File: src/rtl/id_ex_stage.sv
// ID/EX pipeline register with load-use bubble, capture bypass from MEM/WB
// and combinational operand forwarding into the ALU.
module id_ex_fwd (
  input  logic [4:0]  rs,
  input  logic [31:0] stored,
  input  logic        exm_reg_write,
  input  logic [4:0]  exm_rd,
  input  logic [31:0] exm_result,
  input  logic        wb_reg_write,
  input  logic [4:0]  wb_rd,
  input  logic [31:0] wb_data,
  output logic [31:0] data
);
  always_comb begin
    data = stored;
    // EX/MEM is the younger producer, so it takes precedence over MEM/WB
    if (rs != 5'd0 && exm_reg_write && exm_rd == rs)
      data = exm_result;
    else if (rs != 5'd0 && wb_reg_write && wb_rd == rs)
      data = wb_data;
  end
endmodule

module id_ex_stage (
  input  logic        clk,
  input  logic        rst_n,
  input  logic        id_valid,
  input  logic [31:0] id_pc,
  input  logic [31:0] id_rs1_data,
  input  logic [31:0] id_rs2_data,
  input  logic [31:0] id_imm,
  input  logic [4:0]  id_rs1,
  input  logic [4:0]  id_rs2,
  input  logic [4:0]  id_rd,
  input  logic [3:0]  id_alu_sel,
  input  logic        id_use_pc,
  input  logic        id_use_imm,
  input  logic        id_reg_write,
  input  logic        id_mem_read,
  input  logic        flush,
  input  logic        ext_stall,
  input  logic        exm_reg_write,
  input  logic [4:0]  exm_rd,
  input  logic [31:0] exm_result,
  input  logic        wb_reg_write,
  input  logic [4:0]  wb_rd,
  input  logic [31:0] wb_data,
  output logic        id_ready,
  output logic        ex_valid,
  output logic [31:0] ex_op1,
  output logic [31:0] ex_op2,
  output logic [31:0] ex_store_data,
  output logic [31:0] ex_pc,
  output logic [3:0]  ex_alu_sel,
  output logic [4:0]  ex_rd,
  output logic        ex_reg_write,
  output logic        ex_mem_read
);
  localparam int NUM_OPS = 2;

  typedef struct packed {
    logic                      valid;
    logic [31:0]               pc;
    logic [NUM_OPS-1:0][31:0]  rs_data;
    logic [31:0]               imm;
    logic [NUM_OPS-1:0][4:0]   rs_idx;
    logic [4:0]                rd;
    logic [3:0]                alu_sel;
    logic                      use_pc;
    logic                      use_imm;
    logic                      reg_write;
    logic                      mem_read;
  } id_ex_t;

  id_ex_t r, ld;
  logic [NUM_OPS-1:0][4:0]  id_rs_idx;
  logic [NUM_OPS-1:0][31:0] id_rs_data, cap_data, fwd_data;
  logic hazard;

  assign id_rs_idx  = {id_rs2, id_rs1};
  assign id_rs_data = {id_rs2_data, id_rs1_data};

  for (genvar g = 0; g < NUM_OPS; g++) begin : g_op
    // a register being written back this cycle is stale in the regfile read
    assign cap_data[g] = (wb_reg_write && wb_rd != 5'd0 && wb_rd == id_rs_idx[g])
                         ? wb_data : id_rs_data[g];
    id_ex_fwd u_fwd (
      .rs(r.rs_idx[g]), .stored(r.rs_data[g]),
      .exm_reg_write(exm_reg_write), .exm_rd(exm_rd), .exm_result(exm_result),
      .wb_reg_write(wb_reg_write), .wb_rd(wb_rd), .wb_data(wb_data),
      .data(fwd_data[g])
    );
  end

  always_comb begin
    ld           = '0;
    ld.valid     = id_valid;
    ld.pc        = id_pc;
    ld.rs_data   = cap_data;
    ld.imm       = id_imm;
    ld.rs_idx    = id_rs_idx;
    ld.rd        = id_rd;
    ld.alu_sel   = id_alu_sel;
    ld.use_pc    = id_use_pc;
    ld.use_imm   = id_use_imm;
    ld.reg_write = id_reg_write;
    ld.mem_read  = id_mem_read;
  end

  // clears itself once the bubble (valid=0) sits in the stage
  assign hazard = r.valid && r.mem_read && r.rd != 5'd0 && id_valid &&
                  (r.rd == id_rs1 || r.rd == id_rs2);

  assign id_ready = !rst_n || flush || (!ext_stall && !hazard);

  always_ff @(posedge clk) begin
    if (!rst_n)
      r <= '0;
    else if (flush)
      r.valid <= 1'b0;
    else if (!ext_stall) begin
      if (hazard) r.valid <= 1'b0;
      else        r <= ld;
    end
  end

  assign ex_valid      = r.valid;
  assign ex_op1        = r.use_pc  ? r.pc  : fwd_data[0];
  assign ex_op2        = r.use_imm ? r.imm : fwd_data[1];
  assign ex_store_data = fwd_data[1];
  assign ex_pc         = r.pc;
  assign ex_alu_sel    = r.alu_sel;
  assign ex_rd         = r.rd;
  assign ex_reg_write  = r.valid && r.reg_write;
  assign ex_mem_read   = r.valid && r.mem_read;
endmodule

File: config.mk
export PLATFORM = sky130hd
export DESIGN_NAME = id_ex_stage
export DESIGN_NICKNAME = d
export VERILOG_FILES = /design/src/rtl/id_ex_stage.sv
export SDC_FILE = /design/constraint.sdc
export NUM_CORES = 1
export LEC_CHECK = 0
export CORE_MARGIN = 3
export CORE_UTILIZATION = 38
export DETAILED_ROUTE_END_ITERATION = 10
export HOLD_SLACK_MARGIN = 0.06
export MAX_ROUTING_LAYER = met4
export PLACE_DENSITY = 0.78
export REMOVE_ABC_BUFFERS = 1
export SLEW_MARGIN = 20
export SYNTH_ARGS = -nofsm -noshare
export SYNTH_HDL_FRONTEND = slang
export SYNTH_SLANG_ARGS = --single-unit
File: constraint.sdc
create_clock -name clk -period 2.46 [get_ports clk]
set_clock_uncertainty 0.2 [all_clocks]
set_input_delay 0.246 -clock clk [delete_from_list [all_inputs] [get_ports clk]]
set_output_delay 0.246 -clock clk [all_outputs]
set_load 0.005 [all_outputs]
==> results.toml <==
[run_status]
status = "complete, but fails checks"
violations = "negative setup slack"

[worst_setup_path]
cp.arrival_ns = 2.75
critical_path_class = "flop to primary output"
max_stage_delay_ns = 0.59
cp_max_fo = 8
ff2ff_path_depth = 9
path_cells = "or4_4, o211ai_4, buf_6, or2_4, buf_12, a31oi_4, buf_6, mux2_4, buf_6"
cp_slowest_cell = "or4_4"
crit_top_cell = "buf_6"
cp.required_ns = 2.01
r2r_slack_ns = 0.23
cp-end-kind = "primary output"
start_kind = "flop"
r2r-end = "ex_pc[10]"
r2r_start = "ex_rd[0]"

[yosys]
synth_cell_types = 35
ys_warn_count = 0
synth_most_common_cell = "nand2_1"
synth_cells = 1353
syn_area_per_cell_um2 = 7.63
synth_edf_count = 0
synth_top_area_cell = "dfxtp_1"
syn-cell-area_um2 = 10300
synth-async-reset-ratio_pct = 0
yosysSeqAreaShare_pct = 29.5
synthTopCellsByArea = "dfxtp_1, mux2i_1, nand2_1"
synth_top_area_share_pct = 29.5
synth-seq-cells = 152
synthFlopType = "dfxtp_1"
ys_top_cells_by_count = "nand2_1, dfxtp_1, mux2i_1, clkbuf_1, o21ai_0"

[sta]
setup_viol = 96
slew_viol_final = 0
hold_viol = 0
finalWorstSetupSlack_ns = -0.737
period_needed_ns = 3.20
post-route-period-util_pct = 130
hold_slack_ns = 0.149
timing.fmax_ghz = 0.313
slew_headroom_pct = 55.7
rsz0062_at_grt = "yes"
tightestPinTransition_ns = 0.664

[detailed_routing]
viasPerCell = 5.89
firstDrtPassIters = 6
drcViolationCount = 0
wl_per_cell_um = 22.4
final_antenna_net_count = 0
wl_um = 48100
num_vias = 12600
drt-initial-drc-count = 1315

[placement]
dp_cells = 2016
port_buffers = 372
hpwl_um = 29900
gp_congestion = 0.881

[clock_network]
cts_tree = "built"
htreeDepth = 4
cts_buffer_depth = 2
insertion_delay_ns = 0.43
cts_made_buffers = 17
clkSinkCount = 152
clk_pin_slew_ns = 0.08
root_buffer = "clkbuf_16"

[layout]
ff_latch_area_um2 = 3050
multi_input_area_um2 = 7300
fillCellCount = 1958
fin_cells = 2146
drive_gt1_share_pct = 28.6
nets = 2029
syn_to_final_growth_pct = 73.4

[floorplan]
core_area_um2 = 26400
pin_count = 373
dieArea_um2 = 29200
die_w_um = 171
die_y_um = 171
initial_core_util_pct = 39.1
fp-row-count = 59

[global_route]
grt_usage_pct = 28.1
grt_pass1_vias = 11800
grt_max_degree = 153
gr-total-overflow = 0
grt_antenna_before_repair = 1
grt_pass1_wl_um = 63600

[hold_path]
hp-class = "input pin to flop"
hold_depth = 3
hold_start = "id_rd[1]"
min_to = "ex_rd[1]"

[run]
drv_cap = 0

[power]
power_density_nw_per_um2 = 439
ir_worst_vdd_uv = 360
power_mw = 7.85
p_leak_nw = 7.70
[timing repair]
action,CTS,global route
endpoints found under the setup margin,97,156
hold buffers,1,0
setup buffers,13,83
gates cloned,2,10
resized for setup,207,359
pin swaps,51,45
endpoints found under the hold margin,10,0
[worst max-delay path: cells and delay by family, from the launching register on]
| kind | cells | cell delay, ns |
|---|---|---|
| buffers and inverters | 4 | 0.57 |
| DFF | 1 | 0.32 |
| muxes | 1 | 0.27 |
| and+or+nand+nor | 2 | 0.77 |
| AOI/OAI and AO/OA | 2 | 0.39 |
[where the power goes]
group	internal, mW	leakage (nW)	switching, mW
combinational	1.33	6.16	1.12
clock	1.44	0.288	1.27
sequential	2.59	1.25	0.0970
total	5.36	7.70	2.49
[metrics by stage]
stage          area [um2]   TNS, ns  utilization [%]  setup slack [ns]
6_report            17900    -57.26             67.9            -0.737
4_1_cts             15900    -57.29             60.5            -0.863
5_1_grt             17900    -62.43             67.9            -0.783
2_1_floorplan        9380  -1407.97                -             -8.89
3_5_place_dp        15100    -78.46             57.3            -0.864
3_3_place_gp        15100    -72.62             57.3            -0.837
[layout make-up]
class / count / area share, %
clock inverters: 15 / 0.888
flip-flops and latches: 152 / 17.1
multi-input cells: 982 / 40.8
well taps: 335 / 2.34
clock buffers: 17 / 2.38
inverters: 32 / 0.671
repair buffers: 612 / 35.8
diodes: 1 / 0.0140
[sequential cells by signal, indices dropped and copies added, names as in the netlist]
signal and count:
r 110, ex_pc 32, ex_rd 5, ex_alu_sel 4, ex_valid 1
[how the worst max path moves through the flow]
stage / startpoint / to / slack [ns] / cells past startpoint
after floorplan: ex_rd[4] / ex_alu_sel[0] / -8.89 / 5
after global placement: wb_rd[1] / ex_op1[29] / -0.84 / 8
after detailed placement: wb_rd[1] / ex_op1[29] / -0.86 / 8
after CTS: r[18] / ex_op2[23] / -0.86 / 8
after global routing: r[19] / ex_store_data[30] / -0.78 / 11
final: r[19] / ex_op2[22] / -0.74 / 9
[cell families after synthesis]
group | after synthesis | synth area share, %
AND/OR/NAND/NOR | 492 | 21.2
XOR/XNOR | 40 | 3.40
buffers and inverters | 219 | 10.2
multiplexers | 183 | 18.1
AO/OA/AOI/OAI | 267 | 17.6
flip-flops | 152 | 29.5
[routing by layer]
layer / wire length (um) / global-route usage (%) / part of all wire, % / vias to the layer above
met5: 0 / - / 0 / -
met4: 2240 / 10.1 / 4.6 / 0
met3: 4270 / 5.38 / 8.9 / 198
met2: 23100 / 46.7 / 48 / 813
met1: 18600 / 33.9 / 39 / 5958
li1: - / - / - / 5664
[cells in the final DEF (no fill, tap or decap), types with 9 or more instances in the layout]
| cell type | instances |
|---|---|
| o21ai_1 | 52 |
| clkbuf_2 | 17 |
| inv_1 | 32 |
| buf_12 | 49 |
| nor2_1 | 36 |
| dlymetal6s2s_1 | 12 |
| a211oi_2 | 20 |
| mux2_4 | 30 |
| dfxtp_1 | 143 |
| dfxtp_2 | 9 |
| nor4_1 | 64 |
| nand2_1 | 272 |
| clkdlybuf4s50_1 | 272 |
| nor3_2 | 18 |
| buf_4 | 124 |
| nor3_4 | 10 |
| buf_6 | 87 |
| nand3_1 | 32 |
| o31ai_1 | 24 |
| mux2i_1 | 151 |
| nor3_1 | 39 |
| xnor2_1 | 26 |
| buf_2 | 30 |
| a31oi_4 | 23 |
| o31a_1 | 64 |
| clkbuf_16 | 26 |
| o21ai_0 | 43 |
| xor2_1 | 10 |
Note: power is estimated with default switching activity, not from simulation.
